===== src/rtl/hazard_ctrl.sv =====
// Load-use stall / branch-redirect flush controller with parameterizable bubble and flush lengths.
// Optional HAZARD_PERF_EN adds free-running stall_cnt / flush_cnt performance counters.
module hazard_ctrl #(
    parameter int LOAD_BUBBLES = 1,
    parameter int FLUSH_CYCLES = 1
) (
    input  logic       clk,
    input  logic       rst_n,
    input  logic [4:0] ID_rs,
    input  logic [4:0] ID_rt,
    input  logic       ID_UseRs,
    input  logic       ID_UseRt,
    input  logic       EX_MemRead,
    input  logic [4:0] EX_rt,
    input  logic       EX_BranchTaken,
    input  logic       EX_Jump,
    output logic       PC_Write,
    output logic       IFID_Write,
    output logic       IFID_flush,
    output logic       ctrflush,
`ifdef HAZARD_PERF_EN
    output logic [31:0] stall_cnt,
    output logic [31:0] flush_cnt,
`endif
    output logic [1:0] state_o
);

    typedef enum logic [1:0] {
        IDLE       = 2'd0,
        LOAD_STALL = 2'd1,
        REDIRECT   = 2'd2,
        ILLEGAL    = 2'd3
    } state_e;

    // The first bubble/flush cycle is issued from IDLE, so the counter covers the remainder.
    localparam logic [3:0] LB_INIT = (LOAD_BUBBLES > 1) ? 4'(LOAD_BUBBLES - 2) : 4'd0;
    localparam logic [3:0] FC_INIT = (FLUSH_CYCLES > 1) ? 4'(FLUSH_CYCLES - 2) : 4'd0;

    state_e     state_q, state_d;
    logic [3:0] cnt_q, cnt_d;
    logic       redirect, lu;
    logic       pc_w, ifid_w, ifid_fl, ctr_fl;

    assign redirect = EX_BranchTaken | EX_Jump;
    assign lu = EX_MemRead & (EX_rt != 5'd0) &
                ((ID_UseRs & (EX_rt == ID_rs)) | (ID_UseRt & (EX_rt == ID_rt)));

    always_ff @(posedge clk or negedge rst_n) begin
        if (!rst_n) begin
            state_q <= IDLE;
            cnt_q   <= 4'd0;
        end else begin
            state_q <= state_d;
            cnt_q   <= cnt_d;
        end
    end

    always_comb begin
        state_d = state_q;
        cnt_d   = cnt_q;
        pc_w    = 1'b1;
        ifid_w  = 1'b1;
        ifid_fl = 1'b0;
        ctr_fl  = 1'b0;
        unique case (state_q)
            LOAD_STALL: begin
                if (redirect) begin
                    ifid_fl = 1'b1;
                    ctr_fl  = 1'b1;
                    state_d = (FLUSH_CYCLES > 1) ? REDIRECT : IDLE;
                    cnt_d   = FC_INIT;
                end else begin
                    pc_w   = 1'b0;
                    ifid_w = 1'b0;
                    ctr_fl = 1'b1;
                    if (cnt_q == 4'd0) state_d = IDLE;
                    else               cnt_d   = cnt_q - 4'd1;
                end
            end
            REDIRECT: begin
                ifid_fl = 1'b1;
                ctr_fl  = 1'b1;
                if (cnt_q == 4'd0) state_d = IDLE;
                else               cnt_d   = cnt_q - 4'd1;
            end
            default: begin
                // IDLE, and the unused encoding recovers through here.
                state_d = IDLE;
                if (redirect) begin
                    ifid_fl = 1'b1;
                    ctr_fl  = 1'b1;
                    state_d = (FLUSH_CYCLES > 1) ? REDIRECT : IDLE;
                    cnt_d   = FC_INIT;
                end else if (lu) begin
                    pc_w   = 1'b0;
                    ifid_w = 1'b0;
                    ctr_fl = 1'b1;
                    state_d = (LOAD_BUBBLES > 1) ? LOAD_STALL : IDLE;
                    cnt_d   = LB_INIT;
                end
            end
        endcase
    end

    // Outputs are forced to a safe hold/flush pattern for as long as reset is asserted.
    assign PC_Write   = rst_n & pc_w;
    assign IFID_Write = rst_n & ifid_w;
    assign IFID_flush = ~rst_n | ifid_fl;
    assign ctrflush   = ~rst_n | ctr_fl;
    assign state_o    = rst_n ? state_q : 2'd0;

`ifdef HAZARD_PERF_EN
    logic [31:0] stall_cnt_q, flush_cnt_q;

    always_ff @(posedge clk or negedge rst_n) begin
        if (!rst_n) begin
            stall_cnt_q <= 32'd0;
            flush_cnt_q <= 32'd0;
        end else begin
            if (!PC_Write && !IFID_flush) stall_cnt_q <= stall_cnt_q + 32'd1;
            if (IFID_flush)               flush_cnt_q <= flush_cnt_q + 32'd1;
        end
    end

    assign stall_cnt = stall_cnt_q;
    assign flush_cnt = flush_cnt_q;
`endif

endmodule


===== config.mk =====
export PLATFORM = sky130hd
export DESIGN_NAME = hazard_ctrl
export DESIGN_NICKNAME = d
export VERILOG_FILES = /design/src/rtl/hazard_ctrl.sv
export SDC_FILE = /design/constraint.sdc
export NUM_CORES = 1
export LEC_CHECK = 0
export ABC_CLOCK_PERIOD_IN_PS = 2900
export BUFFER_PORTS_ARGS = -buffer_cell sky130_fd_sc_hd__buf_2
export CAP_MARGIN = 20
export CORE_UTILIZATION = 49
export DETAILED_ROUTE_END_ITERATION = 6
export GPL_ROUTABILITY_DRIVEN = 0
export HOLD_SLACK_MARGIN = 0.15
export PLACE_DENSITY = 0.82
export SKIP_LAST_GASP = 1
export SLEW_MARGIN = 0
export SYNTH_ARGS = -nofsm -noshare
export SYNTH_HDL_FRONTEND = slang
export SYNTH_SLANG_ARGS = --single-unit

===== constraint.sdc =====
create_clock -name clk -period 2.9 [get_ports clk]
set_input_delay 0.145 -clock clk [delete_from_list [all_inputs] [get_ports clk]]
set_output_delay 0.145 -clock clk [all_outputs]
set_load 0.02 [all_outputs]

==> reports/summary.txt, run 1 <==
status -> finished, final reports clean
CP endpoint kind -> primary output
YS warnings -> 0
nets@finish -> 130
internal power -> 0.0001629 W
first-pass GRT wire length -> 2449 um
DP HPWL -> 1178 um
EDFF count, synth -> 0
non-filler instance count after layout -> 117
I/O Pins -> 28
post-cts resize count -> 0
Synth area leader -> dfrtp_1
synth top area cells -> dfrtp_1, xnor2_1, ha_1
Clock power frac -> 0.355
Core ar. -> 0.001156 mm^2
Final Setup Violations -> 0
setup bufs post-CTS -> 0
CTS H-Tree Depth -> 1
reg-to-reg startpoint -> cnt_q[0]$_DFFE_PN0P_
via density per instance -> 5.752
Area growth syn-to-layout -> 27.73%
CP arrival -> 1.99 ns
Residual DRC -> 0
IO Port Bufs -> 27
post-route cell area -> 818.3 um^2
DP Worst Slack -> 1.023 ns
clock slew at reported path FFs -> 0.05 ns
Yosys reg bits -> 6
critical path type -> flop to primary output
commonest cells after routing, fill and taps aside -> buf_2, xnor2_1, inv_1, dfrtp_1
Final Hold Vio Count -> 0
Comb power frac -> 0.273
Seq pwr share -> 0.372
Die ar. -> 0.001456 mm^2
TritonCTS clock tree -> built
worst skew pair latency -> 0.25 ns
Final Slew Violations -> 0
fmax -> 468.8 MHz
CP Launch Point -> state_q[0]$_DFF_PN0_
Max Root-Sink Buffers -> 2
synth unique cells -> 35
Root Driver -> clkbuf_4
CTS Buf Count -> 3
Fin Setup TNS -> 0 ns
overall power -> 0.0002312 W
Post-Syn Area -> 640.6 um^2
relative max-transition margin -> 0.6876
Lkg Pwr -> 0.3287 nW
routed vias -> 673
PnR worst setup slack -> 0.7668 ns
number of placement rows -> 12
RSZ-0062 raised after global routing -> false
peak fanout along the critical path -> 8
Net Sw Power -> 0.00006831 W
Hold Crit Class -> input port to flop
share of layout cells above drive strength 1 -> 0.3592
Tot GR Track Use -> 0.2494
DP Area -> 785.8 um^2
max-cap viol count -> 0
GR Overflow Total -> 0
power density over the cells -> 282.6 mW/mm^2
Final ANT Viol Nets -> 0
First DRT Iteration DRCs -> 5
Final Skew -> 0.001286 ns
Most used DFF post-synth -> dfrtp_1
Tcrit/Tclk final -> 0.7356
worst vdd ir -> 0.0002043 V
Hold Startpoint -> EX_BranchTaken
Synth Instances -> 73
actual slew at the worst max-slew pin -> 0.4686 ns
Sw Ratio -> 0.2954
hold buffer count at cts -> 1
Seq/Total Area, Yosys -> 0.2344
final wirelength -> 1497 um
fin crit period -> 2.133 ns
startpoint types -> flop
drt wl/cell -> 12.79 um
antenna violations before repair -> 0
DR pass1 iterations -> 4
post-synth net total -> 98
Die X -> 38.16 um
Req. time, crit path -> 2.76 ns
share of Yosys cell area claimed by the top area cell type -> 0.2344
number of diodes -> 0
largest net degree at the start of global routing -> 12
FFs w/ async S/R, synth -> 1.000
dpl cells -> 113
die height -> 38.16 um
number of global-route vias before repair -> 597
Mean Syn Cell Area -> 8.776 um^2
effective utilization at floorplan -> 0.5541
TritonCTS Sinks -> 6
commonest non-fill, non-tap cell in the layout -> buf_2
routing by layer:
metal / up-vias / GRT usage / share of wire
li1: 331 / - / -
met1: 323 / 0.2774 / 0.43
met2: 17 / 0.4449 / 0.52
met3: 2 / 0.05233 / 0.041
met4: 0 / 0.1161 / 0.0067
met5: - / 0 / 0
power groups by stage:
stage | Combinational [W] | Sequential (W) | Clock [W]
floorplan | 0.0000352 | 0.0000871 | 0
global placement | 0.0000598 | 0.0000871 | 0
detailed placement | 0.0000619 | 0.0000873 | 0
CTS | 0.0000631 | 0.0000860 | 0.0000837
global route | 0.0000695 | 0.0000861 | 0.0000871
finish | 0.0000632 | 0.0000859 | 0.0000821
worst max-delay path, stage by stage, from the launching register on:
cell and delay [ns]:
dfrtp_1 0.38, inv_1 0.06, ha_1 0.47, or3b_1 0.44
nor2_1 0.12, a21oi_1 0.08, buf_2 0.19
stage by stage:
stage                     hold slack [ns]    util
after CTS                          0.2719  0.7078
final                              0.2830  0.7078
after detailed placement         0.008949  0.6797
after global placement            0.01005  0.6797
after global routing               0.2985  0.7078
after floorplan                   -0.1506       -
logic make-up (layout without fill, tap and decap cells):
family	count (synthesis)	after routing	synth area share
AO/OA/AOI/OAI	18	18	0.2519
XOR/XNOR	10	10	0.1367
adder cells (fa/ha/maj)	3	3	0.05860
buffers and inverters	7	37	0.04688
flip-flops	6	6	0.2344
multiplexers	1	1	0.01758
AND/OR/NAND/NOR	28	28	0.2539
Yosys cell counts (2+ instances only):
cell,number
o211ai_1,2
nand3_1,2
xnor2_1,10
nand4_1,2
o22ai_1,2
dfrtp_1,6
nand2_1,5
nor3_1,2
and2_1,5
a221oi_1,2
ha_1,3
nor2_1,3
o31ai_1,2
inv_1,6
registers in the layout (all words and copies together), names as in the netlist:
name / count
cnt_q: 4
state_q: 2
worst paths after layout:
check | to | slack (ns) | cells after the start
max | IFID_Write | 0.77 | 6
min in group asynchronous | state_q[0]$_DFF_PN0_ | 0.31 | 2
min | cnt_q[3]$_DFFE_PN0P_ | 0.28 | 3
max in group asynchronous | cnt_q[3]$_DFFE_PN0P_ | 2.40 | 2
min reg2reg | state_q[1]$_DFF_PN0_ | 0.53 | 1
max reg2reg | cnt_q[1]$_DFFE_PN0P_ | 1.02 | 6
final cells by class:
| class | count | area, um^2 |
|---|---|---|
| fillers | 94 | 337.8 |
| flip-flops and latches | 6 | 150.1 |
| repair buffers | 28 | 145.1 |
| inverters | 6 | 22.52 |
| well taps | 14 | 17.52 |
| multi-input cells | 60 | 460.4 |
| clock buffers | 3 | 22.52 |
No activity file was read; power rests on OpenSTA's default activity.
==> inputs of run 2 (changes only) <==
Settings changed: ABC_AREA from default to 1, ABC_CLOCK_PERIOD_IN_PS 2900 to 1800, CORE_UTILIZATION 49 to 41, PLACE_DENSITY 0.82 to 0.73.
Clock period 2.9 ns to 1.8 ns, I/O delays scaled along.
==> run 2 against run 1 <==
Against the previous run:
- via count up 12%
- flip-flop and latch count unchanged
- routed wire length down 1.7%
- sequential power up 57%
- highest routed layer is now met3
- synthesized area unchanged
- combinational power up 50%
- critical path type unchanged
- power up 52%
- cell count up 37%
- count of clock-buffer cells in the layout unchanged
- die area up 18%
- first-iteration DRC count up 120%
==> reports/summary.txt, run 2 <==
worst vdd ir -> 0.0003404 V
first-pass GRT wire length -> 2546 um
Hold Crit Class -> input port to flop
drt wl/cell -> 9.194 um
final wirelength -> 1471 um
Final ANT Viol Nets -> 0
overall power -> 0.0003504 W
First DRT Iteration DRCs -> 11
relative max-transition margin -> 0.8287
antenna violations before repair -> 0
Cells on Worst Hold Path -> 4
number of diodes -> 0
synth top area cells -> dfrtp_1, nand2_1, inv_1
Root Driver -> clkbuf_4
worst skew pair latency -> 0.24 ns
GR Overflow Total -> 0
Core ar. -> 0.001383 mm^2
fin crit period -> 1.707 ns
CP arrival -> 1.62 ns
DR pass1 iterations -> 4
EDFF count, synth -> 0
Yosys reg bits -> 6
max-cap viol count -> 0
Most used DFF post-synth -> dfrtp_1
Sw Ratio -> 0.2789
I/O Pins -> 28
Filler Cells Inserted -> 161
actual slew at the worst max-slew pin -> 0.2570 ns
Max Root-Sink Buffers -> 2
TritonCTS Sinks -> 6
Die ar. -> 0.001725 mm^2
reg2reg path depth -> 6
footprint of the multi-input gates -> 411.6 um^2
share of layout cells above drive strength 1 -> 0.2828
Die X -> 41.53 um
CP endpoint kind -> primary output
largest net degree at the start of global routing -> 12
number of placement rows -> 13
most frequent cell after synthesis -> nand2_1
Top reg by flops -> cnt_q
TritonCTS clock tree -> built
status -> finished, final reports clean
routed vias -> 756
peak fanout along the critical path -> 5
Clock power frac -> 0.342
fmax -> 585.8 MHz
Post-Syn Area -> 640.6 um^2
share of Yosys cell area claimed by the top area cell type -> 0.2344
startpoint types -> flop
post-route cell area -> 860.8 um^2
commonest non-fill, non-tap cell in the layout -> nand2_1
Regs by FF count -> cnt_q x4, state_q x2
Final Hold Vio Count -> 0
final hold slack -> 0.2111 ns
IO Port Bufs -> 27
clock slew at reported path FFs -> 0.04 ns
Seq/Total Area, Yosys -> 0.2344
effective utilization at floorplan -> 0.4633
DP Area -> 787.0 um^2
CTS Buf Count -> 3
critical path type -> flop to primary output
register area -> 150.1 um^2
most frequent cells after synthesis -> nand2_1, inv_1, nand3_1
Synth area leader -> dfrtp_1
FFs w/ async S/R, synth -> 1.000
Residual DRC -> 0
DP HPWL -> 1177 um
reg2reg setup slack -> 0.46 ns
post-synth net total -> 137
CTS H-Tree Depth -> 1
Tcrit/Tclk final -> 0.9484
Final Setup Violations -> 0
via density per instance -> 4.725
Req. time, crit path -> 1.71 ns
Mean Syn Cell Area -> 5.720 um^2
Final Skew -> 0.004599 ns
nets@finish -> 172
Largest register FFs -> 4
power density over the cells -> 407.1 mW/mm^2
Net Sw Power -> 0.00009774 W
dpl cells -> 153
Lkg Pwr -> 0.5384 nW
Final Slew Violations -> 0
Comb power frac -> 0.271
Tot GR Track Use -> 0.1822
Synth Instances -> 112
commonest cells after routing, fill and taps aside -> nand2_1, buf_2, inv_1
internal power -> 0.0002527 W
number of global-route vias before repair -> 667
non-filler instance count after layout -> 160
synth unique cells -> 17
post-layout util -> 0.6226
die height -> 41.53 um
YS warnings -> 0
Area growth syn-to-layout -> 34.38%
Seq pwr share -> 0.386
run 2: cell types whose count changed in the layout (fill, tap and decap cells not counted), sizes merged, moves of 2 or more:
cell,delta
nand3,+12
a221oi,-2
buf,+3
inv,+18
xnor2,-10
or3b,-2
nor3,-2
o31ai,-2
nand2,+37
and2,-5
nor2,+9
o22ai,-2
a2111oi,-2
run 2: power by group through the flow:
stage / Clock (W) / Combinational, W / Sequential [W]
2_1_floorplan: 0 / 0.0000464 / 0.000137
3_3_place_gp: 0 / 0.0000851 / 0.000137
3_5_place_dp: 0 / 0.0000868 / 0.000137
4_1_cts: 0.000126 / 0.0000903 / 0.000135
5_1_grt: 0.000132 / 0.000111 / 0.000135
6_report: 0.000120 / 0.0000951 / 0.000135
run 2: final cells by class:
cell class                 count  share of cell area
clock buffer                   3             0.02616
inverter                      24              0.1047
multi-input combinational     81              0.4782
sequential                     6              0.1744
tap                           15             0.02180
timing repair buffer          31              0.1948
run 2: per-layer routing:
layer,vias to the layer above,wire length [um],track usage
li1,408,-,-
met1,331,653,0.2228
met2,17,765,0.3250
met3,0,52,0.02609
met4,0,0,0.05806
met5,-,0,0
run 2: repair_timing:
item                       CTS  global route
setup endpoints to repair    2             2
gates resized for setup      1             1
hold buffers                 1             0
gates cloned                 0             0
buffers inserted             0             3
hold endpoints to repair     6             0
run 2: cell families (layout without fill, tap and decap cells):
group,Yosys count,after routing,synth area share
compound gates,6,6,0.06055
xor+xnor,1,1,0.01367
fa+ha+maj,3,3,0.05860
buf+inv,25,58,0.1524
flops,6,6,0.2344
simple gates,71,71,0.4805
run 2: worst max-delay path, stage by stage, from the launching register on:
cell and delay (ns):
dfrtp_1 0.36, inv_1 0.09, ha_4 0.28, nor3b_4 0.25, buf_4 0.16, nand3_1 0.07, buf_2 0.17
run 2: worst paths after layout:
check / from / end
max: state_q[0]$_DFF_PN0_ / ctrflush
min: EX_BranchTaken / cnt_q[0]$_DFFE_PN0P_
max reg2reg: state_q[0]$_DFF_PN0_ / cnt_q[1]$_DFFE_PN0P_
min reg2reg: cnt_q[2]$_DFFE_PN0P_ / cnt_q[2]$_DFFE_PN0P_
max in group asynchronous: rst_n / cnt_q[0]$_DFFE_PN0P_
min in group asynchronous: rst_n / cnt_q[3]$_DFFE_PN0P_
run 2: per-stage QoR:
stage,TNS (ns),worst slack [ns]
2_1_floorplan,0,0.2738
3_3_place_gp,0,0.2834
3_5_place_dp,0,0.2419
4_1_cts,0,0.03500
5_1_grt,-0.006757,-0.005692
6_report,0,0.09287
==> inputs of run 3 (changes only) <==
Settings changed: SETUP_SLACK_MARGIN from default to 0.3.
==> run 3 against run 2 <==
Against the previous run:
- core utilization up 5.4 points
- sequential share of layout area shrank 1.4 points
- routed wire length grew 22%
- combinational power up 16%
- hold slack improved by 0.11 ns
- fmax is 4.4% higher
- sequential power is essentially flat
- register-to-register slack worse by 0.21 ns
- critical path depth is 1 lower
- global-route usage up 4.4 points
- first-iteration DRC count grew 55%
- flip-flop and latch count is the same
- critical endpoint unchanged
==> reports/summary.txt, run 3 (synthesis results as in run 2) <==
routed vias -> 805
critical path type -> flop to primary output
TritonCTS clock tree -> built
CP endpoint kind -> primary output
DP Area -> 793.3 um^2
Lkg Pwr -> 0.5683 nW
fmax -> 611.4 MHz
reg-to-reg startpoint -> state_q[1]$_DFF_PN0_
actual slew at the worst max-slew pin -> 0.2773 ns
TritonCTS Sinks -> 6
status -> finished, final reports clean
Crit Reg-Reg Endpoint -> cnt_q[0]$_DFFE_PN0P_
first-pass GRT wire length -> 3049 um
Tot GR Track Use -> 0.2260
IO Port Bufs -> 27
CP arrival -> 1.55 ns
Max Root-Sink Buffers -> 2
fin crit period -> 1.636 ns
worst vdd ir -> 0.0004182 V
nets@finish -> 176
RSZ-0062 raised after global routing -> true
effective utilization at floorplan -> 0.4633
reg2reg setup slack -> 0.25 ns
Area growth syn-to-layout -> 46.09%
Final Slew Violations -> 0
Top reg by flops -> cnt_q
commonest non-fill, non-tap cell in the layout -> nand2_1
I/O Pins -> 28
Root Driver -> clkbuf_4
Die ar. -> 0.001725 mm^2
critical path capture point -> ctrflush
via density per instance -> 4.909
number of placement rows -> 13
GR Overflow Total -> 0
final wirelength -> 1788 um
reg2reg path depth -> 8
Regs by FF count -> cnt_q x4, state_q x2
CP Launch Point -> state_q[1]$_DFF_PN0_
Final Skew -> 0.006463 ns
Req. time, crit path -> 1.71 ns
relative max-transition margin -> 0.8145
Die X -> 41.53 um
startpoint types -> flop
CTS Buf Count -> 3
Final Setup Violations -> 0
peak fanout along the critical path -> 3
CTS H-Tree Depth -> 1
max-cap viol count -> 0
post-route cell area -> 935.9 um^2
power density over the cells -> 395.0 mW/mm^2
Tcrit/Tclk final -> 0.9087
share of layout cells above drive strength 1 -> 0.3356
Residual DRC -> 0
die height -> 41.53 um
Final ANT Viol Nets -> 0
clock slew at reported path FFs -> 0.04 ns
Core ar. -> 0.001383 mm^2
drt wl/cell -> 10.90 um
worst skew pair latency -> 0.25 ns
largest net degree at the start of global routing -> 7
number of diodes -> 0
First DRT Iteration DRCs -> 17
Fin Setup TNS -> 0 ns
DP HPWL -> 1153 um
Largest register FFs -> 4
Hold Crit Class -> input port to asynchronous set/reset pin
number of global-route vias before repair -> 787
commonest cells after routing, fill and taps aside -> nand2_1, buf_2, inv_1
Final Hold Vio Count -> 0
DR pass1 iterations -> 4
antenna violations before repair -> 0
-- run 3: cell types whose count changed in the layout (fill, tap and decap cells not counted) --
| cell | before | now |
|---|---|---|
| buf_6 | 0 | 6 |
| buf_2 | 27 | 24 |
| nand3_1 | 14 | 11 |
| nand3_2 | 0 | 3 |
| inv_1 | 21 | 19 |
| inv_2 | 3 | 5 |
| buf_4 | 3 | 4 |
-- run 3: worst min-delay path by stage --
| stage | from | to |
|---|---|---|
| global placement | rst_n | state_q[1]$_DFF_PN0_ |
| finish | rst_n | cnt_q[2]$_DFFE_PN0P_ |
| floorplan | rst_n | cnt_q[0]$_DFFE_PN0P_ |
| CTS | EX_BranchTaken | cnt_q[2]$_DFFE_PN0P_ |
| global route | rst_n | state_q[0]$_DFF_PN0_ |
| detailed placement | rst_n | state_q[1]$_DFF_PN0_ |
-- run 3: final cells by class --
cell class,instances,area (um^2)
Fill cell,131,446.7
Clock buffer,3,22.52
Inverter,24,90.09
Timing Repair Buffer,35,227.7
Sequential cell,6,150.1
Multi-Input combinational cell,81,426.7
Tap cell,15,18.77
-- run 3: stage by stage --
step | total power [W] | worst slack (ns) | util | hold WS, ns | cells
floorplan | 0.0001846 | 0.3107 | - | -0.2056 | 112
global placement | 0.0002241 | 0.3465 | 0.5738 | -0.04884 | 153
detailed placement | 0.0002258 | 0.2622 | 0.5738 | -0.05274 | 153
CTS | 0.0003664 | 0.2148 | 0.6507 | 0.3034 | 162
global route | 0.0003973 | 0.09084 | 0.6769 | 0.3604 | 164
finish | 0.0003697 | 0.1644 | 0.6769 | 0.3218 | 164
-- run 3: critical path, stage by stage, from the launching register on --
cell	delay [ns]
dfrtp_1	0.42
ha_4	0.31
nor3b_4	0.20
buf_4	0.16
nand3_2	0.07
buf_6	0.14
-- run 3: metal layers --
layer  track usage  part of all wire
met1        0.2507              0.40
met5             0                 0
met4       0.09677             0.011
met3       0.06522             0.060
met2        0.3969              0.53
-- run 3: repair_timing --
action | in CTS | in global routing
hold endpoints to repair | 6 | 0
resized for setup | 9 | 6
buffers inserted | 5 | 2
setup endpoints to repair | 3 | 7
pin swaps | 3 | 4
hold buffers | 1 | 0
-- run 3: power breakdown --
part | total (W) | internal, W | switching [W]
sequential | 0.000135 | 0.000135 | 0
clock | 0.000124 | 0.0000754 | 0.0000489
combinational | 0.000110 | 0.0000501 | 0.0000599
